`src/rtl/exc_stall_sequencer_pkg.sv`:
```
// Shared types and sizing helpers for the exception/stall sequencer and the
// decode controller that sits next to it.
package exc_stall_sequencer_pkg;

    // Interrupt sequencing states: idle, waiting for a delay slot to clear, taking.
    typedef enum logic [1:0] {
        IDLE      = 2'd0,
        WAIT_SLOT = 2'd1,
        TAKE      = 2'd2
    } exc_state_t;

    // Default block dimensions.
    localparam int NUM_IRQ_DEF     = 6;
    localparam int MULT_CYCLES_DEF = 5;
    localparam int DIV_CYCLES_DEF  = 10;

    // Width of a counter that must hold the larger of the two MD latencies.
    function automatic int md_cnt_width(input int mult_cycles, input int div_cycles);
        int max_cycles;
        max_cycles = (mult_cycles > div_cycles) ? mult_cycles : div_cycles;
        return $clog2(max_cycles + 1);
    endfunction

    localparam int MD_CNT_W = md_cnt_width(MULT_CYCLES_DEF, DIV_CYCLES_DEF);

    // ALU operation encodings used by the decode controller.
    typedef enum logic [3:0] {
        ALU_ADD  = 4'd0,
        ALU_SUB  = 4'd1,
        ALU_AND  = 4'd2,
        ALU_OR   = 4'd3,
        ALU_XOR  = 4'd4,
        ALU_NOR  = 4'd5,
        ALU_SLT  = 4'd6,
        ALU_SLTU = 4'd7,
        ALU_SLL  = 4'd8,
        ALU_SRL  = 4'd9,
        ALU_SRA  = 4'd10,
        ALU_LUI  = 4'd11
    } aluop_t;

    // Branch comparison encodings used by the decode controller.
    typedef enum logic [2:0] {
        BR_NONE = 3'd0,
        BR_EQ   = 3'd1,
        BR_NE   = 3'd2,
        BR_LEZ  = 3'd3,
        BR_GTZ  = 3'd4,
        BR_LTZ  = 3'd5,
        BR_GEZ  = 3'd6
    } branch_type_t;

endpackage

```
`src/rtl/exc_stall_sequencer_md_busy_counter.sv`:
```
// HI/LO busy counter: loaded with the unit latency when a MULT/DIV issues,
// then counts down to zero; busy while non-zero.
module exc_stall_sequencer_md_busy_counter
    import exc_stall_sequencer_pkg::*;
#(
    parameter int MULT_CYCLES = MULT_CYCLES_DEF,
    parameter int DIV_CYCLES  = DIV_CYCLES_DEF
) (
    input  logic clk,
    input  logic reset,
    input  logic start_mul,
    input  logic start_div,
    input  logic en,
    output logic busy
);

    localparam int            W       = md_cnt_width(MULT_CYCLES, DIV_CYCLES);
    localparam logic [W-1:0]  MULT_LD = W'(MULT_CYCLES);
    localparam logic [W-1:0]  DIV_LD  = W'(DIV_CYCLES);

    logic [W-1:0] r_md_cnt;

    // Load on an accepted start (en = ID not stalled), else saturate down to zero.
    always_ff @(posedge clk or negedge reset) begin
        if (!reset) begin
            r_md_cnt <= '0;
        end else if (start_mul && en) begin
            r_md_cnt <= MULT_LD;
        end else if (start_div && en) begin
            r_md_cnt <= DIV_LD;
        end else if (r_md_cnt != '0) begin
            r_md_cnt <= r_md_cnt - W'(1);
        end
    end

    assign busy = (r_md_cnt != '0);

endmodule

```
`src/rtl/exc_stall_sequencer.sv`:
```
// Hazard/exception sequencer beside the decode controller: latches masked
// interrupt lines, defers a committed interrupt past a branch delay slot,
// tracks MULT/DIV busy time and drives stall, flush and PC-write controls.
// All controls are per-cycle levels, except exl_set/exl_clr, which are
// single-cycle pulses; there is no valid/ready handshake on this block.
module exc_stall_sequencer
    import exc_stall_sequencer_pkg::*;
#(
    parameter int NUM_IRQ     = NUM_IRQ_DEF,
    parameter int MULT_CYCLES = MULT_CYCLES_DEF,
    parameter int DIV_CYCLES  = DIV_CYCLES_DEF
) (
    input  logic               clk,
    input  logic               reset,
    input  logic [NUM_IRQ-1:0] irq,
    input  logic [NUM_IRQ-1:0] irq_mask,
    input  logic               ie,
    input  logic               exl,
    input  logic               id_uncertain_jump,
    input  logic               id_eret,
    input  logic               load_use_hazard,
    input  logic               md_start_mul,
    input  logic               md_start_div,
    input  logic               md_use,
    output logic               pipeline_stall,
    output logic               pc_write,
    output logic               if_flush,
    output logic               id_flush,
    output logic               exl_set,
    output logic               exl_clr,
    output logic [NUM_IRQ-1:0] irq_cause,
    output logic               md_busy,
    output exc_state_t         state_dbg
);

    exc_state_t         r_state;
    exc_state_t         w_state_nxt;
    logic [NUM_IRQ-1:0] r_irq_q;
    logic [NUM_IRQ-1:0] r_irq_cause;
    logic               w_md_busy;
    logic               w_stall;
    logic               w_take_req;
    logic               w_eret_go;
    logic               w_capture;
    logic               w_in_take;

    assign w_stall    = load_use_hazard | (md_use & w_md_busy);
    assign w_take_req = (|r_irq_q) & ie & ~exl;
    assign w_eret_go  = id_eret & ~w_stall;
    assign w_in_take  = (r_state == TAKE);

    exc_stall_sequencer_md_busy_counter #(
        .MULT_CYCLES (MULT_CYCLES),
        .DIV_CYCLES  (DIV_CYCLES)
    ) u_md_busy_counter (
        .clk       (clk),
        .reset     (reset),
        .start_mul (md_start_mul),
        .start_div (md_start_div),
        .en        (~w_stall),
        .busy      (w_md_busy)
    );

    // One-cycle sample of the masked interrupt lines.
    always_ff @(posedge clk or negedge reset) begin
        if (!reset) begin
            r_irq_q <= '0;
        end else begin
            r_irq_q <= irq & irq_mask;
        end
    end

    // Sequencer state register.
    always_ff @(posedge clk or negedge reset) begin
        if (!reset) begin
            r_state <= IDLE;
        end else begin
            r_state <= w_state_nxt;
        end
    end

    // Cause is frozen at commit so later line changes cannot alter it.
    always_ff @(posedge clk or negedge reset) begin
        if (!reset) begin
            r_irq_cause <= '0;
        end else if (w_capture) begin
            r_irq_cause <= r_irq_q;
        end
    end

    // Next state: commit only on an unstalled non-eret cycle; a jump in ID
    // defers the take until its delay slot is in ID and unstalled.
    always_comb begin
        w_state_nxt = r_state;
        w_capture   = 1'b0;
        case (r_state)
            IDLE: begin
                if (w_take_req && !w_stall && !id_eret) begin
                    w_capture   = 1'b1;
                    w_state_nxt = id_uncertain_jump ? WAIT_SLOT : TAKE;
                end
            end
            WAIT_SLOT: begin
                if (!w_stall && !id_uncertain_jump) begin
                    w_state_nxt = TAKE;
                end
            end
            TAKE: begin
                w_state_nxt = IDLE;
            end
            default: begin
                w_state_nxt = IDLE;
            end
        endcase
    end

    // Pipeline controls; flush/eret outputs are held low while reset is asserted.
    always_comb begin
        pipeline_stall = w_stall;
        pc_write       = w_in_take | ~w_stall;
        id_flush       = reset & w_stall;
        if_flush       = reset & (w_in_take | w_eret_go);
        exl_clr        = reset & w_eret_go;
        exl_set        = w_in_take;
        irq_cause      = r_irq_cause;
        md_busy        = w_md_busy;
        state_dbg      = r_state;
    end

endmodule

```
`config.mk`:
```
export PLATFORM = sky130hd
export DESIGN_NAME = exc_stall_sequencer
export DESIGN_NICKNAME = d
export VERILOG_FILES = /design/src/rtl/exc_stall_sequencer_pkg.sv /design/src/rtl/exc_stall_sequencer_md_busy_counter.sv /design/src/rtl/exc_stall_sequencer.sv
export SDC_FILE = /design/constraint.sdc
export NUM_CORES = 1
export LEC_CHECK = 0
export ABC_AREA = 1
export CORE_MARGIN = 1
export CORE_UTILIZATION = 56
export DETAILED_ROUTE_END_ITERATION = 10
export DONT_BUFFER_PORTS = 1
export GPL_TIMING_DRIVEN = 0
export PLACE_DENSITY = 0.68
export SYNTH_ARGS = -nofsm -noshare
export SYNTH_HDL_FRONTEND = slang
export SYNTH_SLANG_ARGS = --single-unit
```
`constraint.sdc`:
```
create_clock -name clk -period 3 [get_ports clk]
set_clock_uncertainty 0.05 [all_clocks]
set_input_delay 0.15 -clock clk [delete_from_list [all_inputs] [get_ports clk]]
set_output_delay 0.15 -clock clk [all_outputs]
set_load 0.03 [all_outputs]
```
# --- Yosys cells after proc, flatten, opt, wreduce, memory -nomap -nowiden ---
# Index checks and enable logic that the tools add are counted.
classes:
  add_sub_neg: 1
  eq_ne: 4
  mux: 9
  n_bitwise: 13
  n_reduce_logical: 13
ops:
  columns: ["cell", "n"]
  rows:
  - ["two-way mux 4 bit", 3]
  - ["bitwise AND 1 bit", 7]
  - ["bitwise AND 6 bit", 1]
  - ["two-way mux 2 bit", 3]
  - ["OR reduction 6 bit", 1]
  - ["logical AND 1 bit", 5]
  - ["inequality test 2 bit, second input constant", 2]
  - ["case mux 2 bit (2 select lines)", 1]
  - ["nonzero test 4 bit", 1]
  - ["subtractor 4 x 1 -> 4 bit, second input constant", 1]
  - ["logical NOT 1 bit", 3]
  - ["bitwise OR 1 bit", 3]
  - ["nonzero test 3 bit", 1]
  - ["== test 2 x 1 -> 1 bit, second input constant", 1]
  - ["== test 2 bit, second input constant", 1]
  - ["logical NOT 2 bit", 1]
  - ["two-way mux 1 bit", 2]
  - ["NOT 1 bit", 2]
  - ["AND reduction 2 bit", 1]
word_totals:
  regBits: 18
  input_bits: 22
  out_inout_bits: 15
  wordCells: 44

# --- Depth between registers and ports, before layout ---
logic_depth:
  word_depth: 8
  depth_mapped: 8

# --- Hierarchy ---
# A second synthesis with hierarchy kept.
unflattened:
  hier_cells: 106
  hier_area_um2: 928.4
modules_own_cells:
  columns: ["mod", "instances", "cells_each", "area_per_inst_um2", "seq_area_each_um2"]
  rows:
  - ["exc_stall_sequencer", 1, 73, 663.1, 350.3]
  - ["exc_stall_sequencer_md_busy_counter", 1, 33, 265.3, 100.1]

# --- Worst setup path after synthesis ---
# No wires, ideal clock.
synth_path:
  kind: "reg-to-output"
  startpoint: "register r_state[1] (netlist: state_dbg[1])"
  endpoint: "output if_flush"
  arrival_ns: 1.715
  setup_slack_ns: 1.085
  stages_incl_launch_ff: 5
  path_buffers: 0
  cell_sequence: "dfrtp_1 > inv_1 > nor2_1 > inv_1 > a21oi_1"
synth_between:
  elab_chain_cells: 3
synth_lines:
  columns: ["item", "line", "source"]
  rows:
  - ["start, declared", "exc_stall_sequencer.sv:36", "exc_state_t r_state;"]
  - ["start signal, assigned", "exc_stall_sequencer.sv:78", "r_state <= w_state_nxt;"]
  - ["== test 2 bit", "exc_stall_sequencer.sv:50", "assign w_in_take = (r_state == TAKE);"]
  - ["named net exl_set", "exc_stall_sequencer.sv:29", "output logic exl_set,"]
  - ["bitwise OR 1 bit", "exc_stall_sequencer.sv:122", "if_flush = reset & (w_in_take | w_eret_go);"]
  - ["bitwise AND 1 bit", "exc_stall_sequencer.sv:122", null]
  - ["end, declared", "exc_stall_sequencer.sv:27", "output logic if_flush,"]
# The timed path passes the listed nets, and every way through them passes these cells.

# --- Worst setup path in the final report ---
# Same ends and word-level chain as after synthesis.

==> results.toml <==
[pwr]
power.internal_uw = 470
p_leak_nw = 0.604
vdd_drop_max_v = 0.000379
p_total_uw = 784
p_per_area_nw_per_um2 = 712
p_sw_share_pct = 40.1
p_seq_share_pct = 48.1
p_sw_uw = 315
power_frac_clock_pct = 18.9
combinationalPowerShare_pct = 33.1

[clock_network]
cts_buffer_depth = 2
path_clk_slew_ns = 0.10
cts_made_buffers = 3
cts_htree_levels = 1
cts_tree = "built"
clock_latency_ns = 0.29
clockRootBuffer = "clkbuf_4"
clkSinkCount = 18

[sta]
fmax_ghz = 0.431
finalHoldViolCount = 1
setup_viol = 0
slew_headroom_pct = 48.2
worst_slew_pin_slew_ns = 0.774
rsz0062_at_grt = "false"
slew_viol_final = 0
tns_ns = 0
fin_crit_sh_pct = 77.3
hold-worst-slack_ns = -0.000877
period_minus_slack_ns = 2.32

[logic_synthesis]
netlist_instances = 109
synth_xor_area_share_pct = 0.978
yosysWarningCount = 0
synth-compound-area-share_pct = 5.31
syn_area_um2 = 896
yosys.area_share.simple_pct = 34.1
synth_mux_area_share_pct = 0
synth_top_family_by_area = "simple AND/OR/NAND/NOR gates"
yosysSeqAreaShare_pct = 50.3
synth_cell_types = 20
synthAdderAreaFrac_pct = 1.40
synth_nets = 132
ys_ff_latch = 18
syn_area_per_cell_um2 = 8.22

[floorplan]
ios = 37
die-height_um = 42.0
std_cell_rows = 14
dieArea_um2 = 1760
fp.coreArea_um2 = 1510
die_w_um = 42.0
initial_core_util_pct = 59.5

[grt]
grt_max_degree = 19
grt_pass1_wl_um = 2830
antenna_found_initial = 0
grt_pass1_vias = 695
grt.total_usage_pct = 21.6
overflow = 0

[layout]
regArea_um2 = 450
antenna_cells = 0
area_delta_synth_final_pct = 23.0
nets = 152
n_fill_cell = 104
layout_common_cells = "30 x nand2_1, 19 x inv_1, 18 x dfrtp_1, 15 x dlygate4sd3_1, 13 x nor2_1"
multi_input_area_um2 = 374
final_common_cell = "nand2_1"
drive_gt1_share_pct = 10.2

[route]
vias_per_cell = 4.94
wl_um = 1710
ant_nets = 0
vias = 711
drt_pass1_iterations = 4
drc_errors = 0
drt_iter0_drc = 13
wire_per_inst_um = 11.9

[place]
place_congestion = 0.722
hpwl_um = 1080
io_buffers = 0

[hold_path]
hp-class = "input pin to flip-flop"
hold_depth = 2

[flow_run]
maxCapViolations = 0

[setup_path]
critPathKind = "flip-flop to primary output"
reg2reg_depth = 8
cp-start-kind = "flip-flop"
worstPathArrival_ns = 2.12
crit_required_ns = 2.80
end_kind = "primary output"
crit_fanout = 3

[run_status]
violations = "negative hold slack"
status = "complete, but fails checks"
stage by stage:
stage,instances,hold WS [ns],area (µm²),utilization (%),setup slack [ns]
finish,144,-0.000877,1100,73.2,0.681
detailed placement,125,-0.195,916,60.8,1.02
global route,144,0.0111,1100,73.2,0.621
floorplan,109,-0.196,896,-,1.08
CTS,144,0.00511,1100,73.2,0.677
global placement,125,-0.195,916,60.8,1.02
cells by family after synthesis:
family	count (synthesis)
buffers and inverters	19
and+or+nand+nor	64
DFF	18
adders and majority gates	1
AOI/OAI and AO/OA	6
xor gates and xnor gates	1
layer usage:
metal | vias up | share of wire, % | track usage, %
met2 | 21 | 53 | 37.8
met3 | 4 | 5.0 | 4.74
met1 | 317 | 40 | 25.3
li1 | 369 | - | -
met4 | 0 | 1.3 | 9.68
met5 | - | 0 | 0
cell type report:
class	count	area share, %
Sequential cell	18	40.9
Clock buffer	4	3.29
Timing Repair Buffer	15	13.6
Inverter	19	6.47
Multi-Input combinational cell	72	33.9
Tap cell	16	1.82
worst paths after layout:
kind                                               start                            end  slack, ns
setup / recovery                            state_dbg[1]                       if_flush       0.68
hold / removal                              md_start_mul  u_md_busy_counter.r_md_cnt[2]    -0.0009
setup reg to reg           u_md_busy_counter.r_md_cnt[0]                   state_dbg[0]       1.42
hold reg to reg                               r_irq_q[2]                   irq_cause[2]       0.47
max in group asynchronous                          reset                     r_irq_q[3]       2.11
min in group asynchronous                          reset  u_md_busy_counter.r_md_cnt[2]       0.32
timing repair:
action / CTS / global route
hold buffers: 15 / 0
gates resized for setup: 0 / 0
hold endpoints to repair: 27 / 0
buffers inserted: 0 / 0
worst max-delay path, stage by stage (launching register included):
cell and delay (ns):
dfrtp_1 0.55, inv_1 0.12, nor2_1 0.48, inv_1 0.12, a21oi_1 0.56
power groups by stage:
stage	logic [mW]	clock network (mW)	registers [mW]
global placement	0.234	0	0.381
finish	0.259	0.148	0.377
CTS	0.262	0.152	0.378
floorplan	0.213	0	0.374
detailed placement	0.240	0	0.383
global route	0.297	0.161	0.383
cell usage after synthesis, drive strengths merged:
master	n	area [µm²]
a21oi	3	30.0
and2	1	6.26
dfrtp	18	450
ha	1	12.5
inv	19	71.3
nand2	34	148
nand3	12	72.6
nor2	15	66.3
nor3	1	5.00
nor3b	1	7.51
o21a	1	7.51
o21ai	2	10.0
xor2	1	8.76
registers in the layout, summed over array words and instances (netlist names):
signal / count
u_md_busy_counter.r_md_cnt: 4
state_dbg: 2
r_irq_q: 6
irq_cause: 6
Power figures use the tool's default switching activity.
